<file path="src/rtl/serial_adder_ctrl_pkg.sv">
// Shared constants for the bit-serial adder: FSM state encoding and default width.
// Imported by the RTL and by the testbench so both agree on the encoding.
package serial_adder_ctrl_pkg;

  localparam logic [1:0] ST_IDLE = 2'd0;
  localparam logic [1:0] ST_RUN  = 2'd1;
  localparam logic [1:0] ST_DONE = 2'd2;

  localparam int DEFAULT_WIDTH = 8;

endpackage

</file>
<file path="src/rtl/full_adder_gate.sv">
// Single-bit full adder built from plain gate expressions; the only arithmetic
// element of the serial adder datapath.
module full_adder_gate (
  input  logic a_i,
  input  logic b_i,
  input  logic ci_i,
  output logic s_o,
  output logic co_o
);

  logic p;

  assign p    = a_i ^ b_i;
  assign s_o  = p ^ ci_i;
  assign co_o = (a_i & b_i) | (ci_i & p);

endmodule

</file>
<file path="src/rtl/serial_adder_ctrl.sv">
// Bit-serial WIDTH-bit adder: one full_adder_gate, LSB first, registered carry.
// Optional macro SERIAL_ADDER_OVF_EN adds a signed-overflow output ovf.
module serial_adder_ctrl
  import serial_adder_ctrl_pkg::*;
#(
  parameter int WIDTH = DEFAULT_WIDTH
) (
  input  logic             clk,
  input  logic             rst_n,
  input  logic             start,
  input  logic [WIDTH-1:0] a,
  input  logic [WIDTH-1:0] b,
  input  logic             cin,
  output logic             busy,
  output logic             done,
  output logic [WIDTH-1:0] sum,
`ifdef SERIAL_ADDER_OVF_EN
  output logic             ovf,
`endif
  output logic             cout
);

  localparam int CW = (WIDTH > 1) ? $clog2(WIDTH) : 1;
  localparam logic [CW-1:0] LAST = CW'(WIDTH - 1);

  logic [1:0]       state_q, state_d;
  logic [WIDTH-1:0] sha_q, sha_d;
  logic [WIDTH-1:0] shb_q, shb_d;
  logic [WIDTH-1:0] shs_q, shs_d;
  logic             carry_q, carry_d;
  logic [CW-1:0]    count_q, count_d;
  logic [WIDTH-1:0] sum_q, sum_d;
  logic             cout_q, cout_d;
`ifdef SERIAL_ADDER_OVF_EN
  logic             ovf_q, ovf_d;
`endif

  logic fa_s, fa_co;

  full_adder_gate u_fa (
    .a_i  (sha_q[0]),
    .b_i  (shb_q[0]),
    .ci_i (carry_q),
    .s_o  (fa_s),
    .co_o (fa_co)
  );

  always_comb begin
    state_d = state_q;
    sha_d   = sha_q;
    shb_d   = shb_q;
    shs_d   = shs_q;
    carry_d = carry_q;
    count_d = count_q;
    sum_d   = sum_q;
    cout_d  = cout_q;
`ifdef SERIAL_ADDER_OVF_EN
    ovf_d   = ovf_q;
`endif
    case (state_q)
      ST_IDLE: begin
        if (start) begin
          sha_d   = a;
          shb_d   = b;
          carry_d = cin;
          count_d = '0;
          state_d = ST_RUN;
        end
      end
      ST_RUN: begin
        shs_d   = {fa_s, shs_q[WIDTH-1:1]};
        carry_d = fa_co;
        sha_d   = sha_q >> 1;
        shb_d   = shb_q >> 1;
        count_d = count_q + CW'(1);
        // Final bit: publish the result on the same edge the last sum bit lands.
        if (count_q == LAST) begin
          state_d = ST_DONE;
          sum_d   = {fa_s, shs_q[WIDTH-1:1]};
          cout_d  = fa_co;
`ifdef SERIAL_ADDER_OVF_EN
          ovf_d   = carry_q ^ fa_co;
`endif
        end
      end
      ST_DONE: state_d = ST_IDLE;
      default: state_d = ST_IDLE;
    endcase
  end

  always_ff @(posedge clk or negedge rst_n) begin
    if (!rst_n) begin
      state_q <= ST_IDLE;
      sha_q   <= '0;
      shb_q   <= '0;
      shs_q   <= '0;
      carry_q <= 1'b0;
      count_q <= '0;
      sum_q   <= '0;
      cout_q  <= 1'b0;
`ifdef SERIAL_ADDER_OVF_EN
      ovf_q   <= 1'b0;
`endif
    end else begin
      state_q <= state_d;
      sha_q   <= sha_d;
      shb_q   <= shb_d;
      shs_q   <= shs_d;
      carry_q <= carry_d;
      count_q <= count_d;
      sum_q   <= sum_d;
      cout_q  <= cout_d;
`ifdef SERIAL_ADDER_OVF_EN
      ovf_q   <= ovf_d;
`endif
    end
  end

  assign busy = (state_q == ST_RUN);
  assign done = (state_q == ST_DONE);
  assign sum  = sum_q;
  assign cout = cout_q;
`ifdef SERIAL_ADDER_OVF_EN
  assign ovf  = ovf_q;
`endif

endmodule

</file>
<file path="config.mk">
export PLATFORM = sky130hd
export DESIGN_NAME = serial_adder_ctrl
export DESIGN_NICKNAME = d
export VERILOG_FILES = /design/src/rtl/serial_adder_ctrl_pkg.sv /design/src/rtl/full_adder_gate.sv /design/src/rtl/serial_adder_ctrl.sv
export SDC_FILE = /design/constraint.sdc
export NUM_CORES = 1
export LEC_CHECK = 0
export CORE_MARGIN = 3
export CORE_UTILIZATION = 46
export DETAILED_ROUTE_END_ITERATION = 10
export PLACE_DENSITY = 0.74
export REMOVE_ABC_BUFFERS = 1
export SETUP_SLACK_MARGIN = 0.5
export SKIP_LAST_GASP = 1
export SYNTH_ARGS = -nofsm -noshare
export SYNTH_HDL_FRONTEND = slang
export SYNTH_SLANG_ARGS = --single-unit
</file>
<file path="constraint.sdc">
create_clock -name clk -period 1.7 [get_ports clk]
set_clock_uncertainty 0.15 [all_clocks]
set_input_delay 0.255 -clock clk [delete_from_list [all_inputs] [get_ports clk]]
set_output_delay 0.255 -clock clk [all_outputs]
set_load 0.005 [all_outputs]
</file>
==> impl_metrics.toml <==
[global_route]
grtUsageTotal_pct = 23.9
grt_pass1_wl_mm = 7.71
grt_pass1_vias = 1434
grt_max_degree = 21
antenna_found_initial = 0
overflow = 0

[timing]
holdWs_ns = 0.288
tightest_slew_ns = 0.469
fin_crit_ns = 1.70
fmax_mhz = 590
setup_viol = 0
maxSlewHeadroom_pct = 68.7
drv_slew = 0
hold_viol = 0
period_share_pct = 99.7
rsz0062_at_grt = "yes"

[route]
viasPerCell = 6.00
ant_nets = 0
drc = 0
wl_per_cell_um = 23.9
dr_total_vias = 1535
drt_iter0_drc = 96
wirelength_mm = 6.11
drt-pass1-iter-count = 4

[critical_path]
cp-start-kind = "flip-flop"
worstSetupPathType = "reg -> reg"
cp.required_ns = 1.74
r2r_end = "shb_q[5]"
timing.reg2reg.setup_slack_ns = 0.005
end_kind = "flip-flop"
rr_worst_depth = 4
r2r-start = "state_q[0]"
cp_max_fo = 7
worstPathArrival_ns = 1.73

[pwr]
ir_worst_vdd_v = 0.00107
p_leak_nw = 1.38
power_density_mw_per_mm2 = 1820

[logic_synthesis]
yosysTopAreaCell = "dfrtp_1"
synthDistinctLibCells = 23
yosys.area_share.adder_pct = 2.58
synth_edf_count = 0
ys_ff_latch = 38
yosysSeqAreaShare_pct = 54.6
synth_area_leaders = "dfrtp_1 (55%), mux2_2 (10%), o221a_2 (4.5%)"
synth-xor-area-share_pct = 0
postSynth.asyncResetShare_pct = 100
synth-simple-area-share_pct = 15.4
ys_top_cells_by_count = "dfrtp_1 (38), mux2_2 (16), inv_1 (10), nor3b_1 (10)"
synth_top_family_by_area = "simple AND/OR/NAND/NOR gates"
synth_compound_area_share_pct = 11.5
synth_top_area_share_pct = 54.6
synth_flop_cell = "dfrtp_1"
syn_area_per_cell_um2 = 13.1
synth_most_common_cell = "dfrtp_1"
netlist_area_mm2 = 0.00174
yosysWarnings = 0
muxShareOfSynthArea_pct = 10.9
syn_inst = 133

[die]
rows = 21
die_y_um = 67.6
dieArea_mm2 = 0.00456
pin_count = 31
initial_core_util_pct = 49.9
die_w_um = 67.6
core-area_mm2 = 0.00349

[outcome]
status = "completed"

[cts]
clk_pin_slew_ns = 0.08
cts_root_buf = "clkbuf_8"
cts_sinks = 38
htree_levels = 2
clk_latency_ns = 0.30
numCtsBuffers = 5
cts_tree = "built"
cts_buffer_depth = 2

[cells_and_area]
final_nets = 232
area_delta_synth_final_pct = 73.1
instances_no_fill = 256
drive_gt1_share_pct = 61.9
antennaDiodeCount = 0

[hold_path]
holdCritPathClass = "in -> async"

[job]
drv_cap = 0

[placement]
post-dp-hpwl_mm = 2.55
port_buffers = 30
gp_congestion = 0.804
dpl.cell_count = 216
layer usage:
| metal | global-route usage (%) | wire length, µm |
|---|---|---|
| met1 | 30.3 | 2210 |
| met2 | 39.5 | 3220 |
| met5 | 0 | 0 |
| met3 | 3.99 | 468 |
| met4 | 11.1 | 207 |
where the power goes:
group          internal, mW  switching, mW
clock network         0.432          0.337
registers              1.34          0.355
logic                  1.83           1.20
critical path, stage by stage (launching register included):
cell and delay [ns]:
dfrtp_2 0.44, buf_6 0.15, buf_6 0.13, or4b_1 0.57, o221a_2 0.15
flip-flops by register name, indices dropped and copies added (netlist names):
name,count
state_q,2
cout,1
shs_q,7
sum,8
shb_q,8
count_q,3
sha_q,8
carry_q,1
layout make-up:
class	instances	area (µm²)
Clock buffer	5	68.8
Sequential cell	38	953
Timing Repair Buffer	80	797
Multi-Input combinational cell	74	1060
Fill cell	151	478
Tap cell	46	57.6
Inverter	10	40.0
Clock inverter	3	40.0
worst max path at each step:
stage          startpoint  endpoint  slack (ns)  cells past startpoint
6_report       state_q[0]  shb_q[5]       0.005                      4
5_1_grt        state_q[0]  shb_q[5]       -0.01                      4
4_1_cts        count_q[1]    sum[3]        0.06                      5
3_5_place_dp        start   carry_q       -0.18                      4
3_3_place_gp        start  shb_q[6]       -0.11                      4
2_1_floorplan  state_q[0]  shs_q[3]       -0.26                      3
placed cells by master (no fill, tap or decap), types with 2 or more instances in the layout:
cell and n:
nor3b_2 6, a211oi_2 8, o221a_4 4, clkbuf_8 5, buf_4 22, buf_12 6, nand2b_1 2, clkinv_2 2
buf_2 11, a211o_1 2, inv_1 9, nor3b_1 4, dfrtp_2 2, nor4b_4 7, mux2_4 15, a22o_1 2
or4b_1 3, or4b_4 4, o221a_2 3, clkdlybuf4s50_1 17, dfrtp_1 36, buf_6 20
per-stage QoR:
| stage | cell area (µm²) | power, mW | setup TNS (ns) | worst slack, ns | util (%) |
|---|---|---|---|---|---|
| 2_1_floorplan | 1690 | 2.49 | -2.39 | -0.262 | - |
| 3_3_place_gp | 2220 | 3.19 | -0.549 | -0.112 | 63.4 |
| 3_5_place_dp | 2220 | 3.28 | -1.32 | -0.178 | 63.4 |
| 4_1_cts | 2750 | 4.66 | 0 | 0.0648 | 78.6 |
| 5_1_grt | 3020 | 5.74 | -0.0141 | -0.0114 | 86.3 |
| 6_report | 3020 | 5.49 | 0 | 0.00477 | 86.3 |
logic make-up (layout without fill, tap and decap cells):
| group | after synthesis | count (layout) |
|---|---|---|
| compound gates | 22 | 22 |
| fa+ha+maj | 3 | 3 |
| buf+inv | 21 | 98 |
| flops | 38 | 38 |
| mux | 17 | 17 |
| simple gates | 32 | 32 |
what timing repair did:
action                                  4_1_cts  5_1_grt
resized for setup                           100       37
pin swaps                                    21       14
buffers inserted                             22        8
endpoints found under the setup margin       49       49
hold buffers                                  1        0
cloned                                        1        0
hold endpoints to repair                     18        0
No activity file was read; power rests on OpenSTA's default activity.
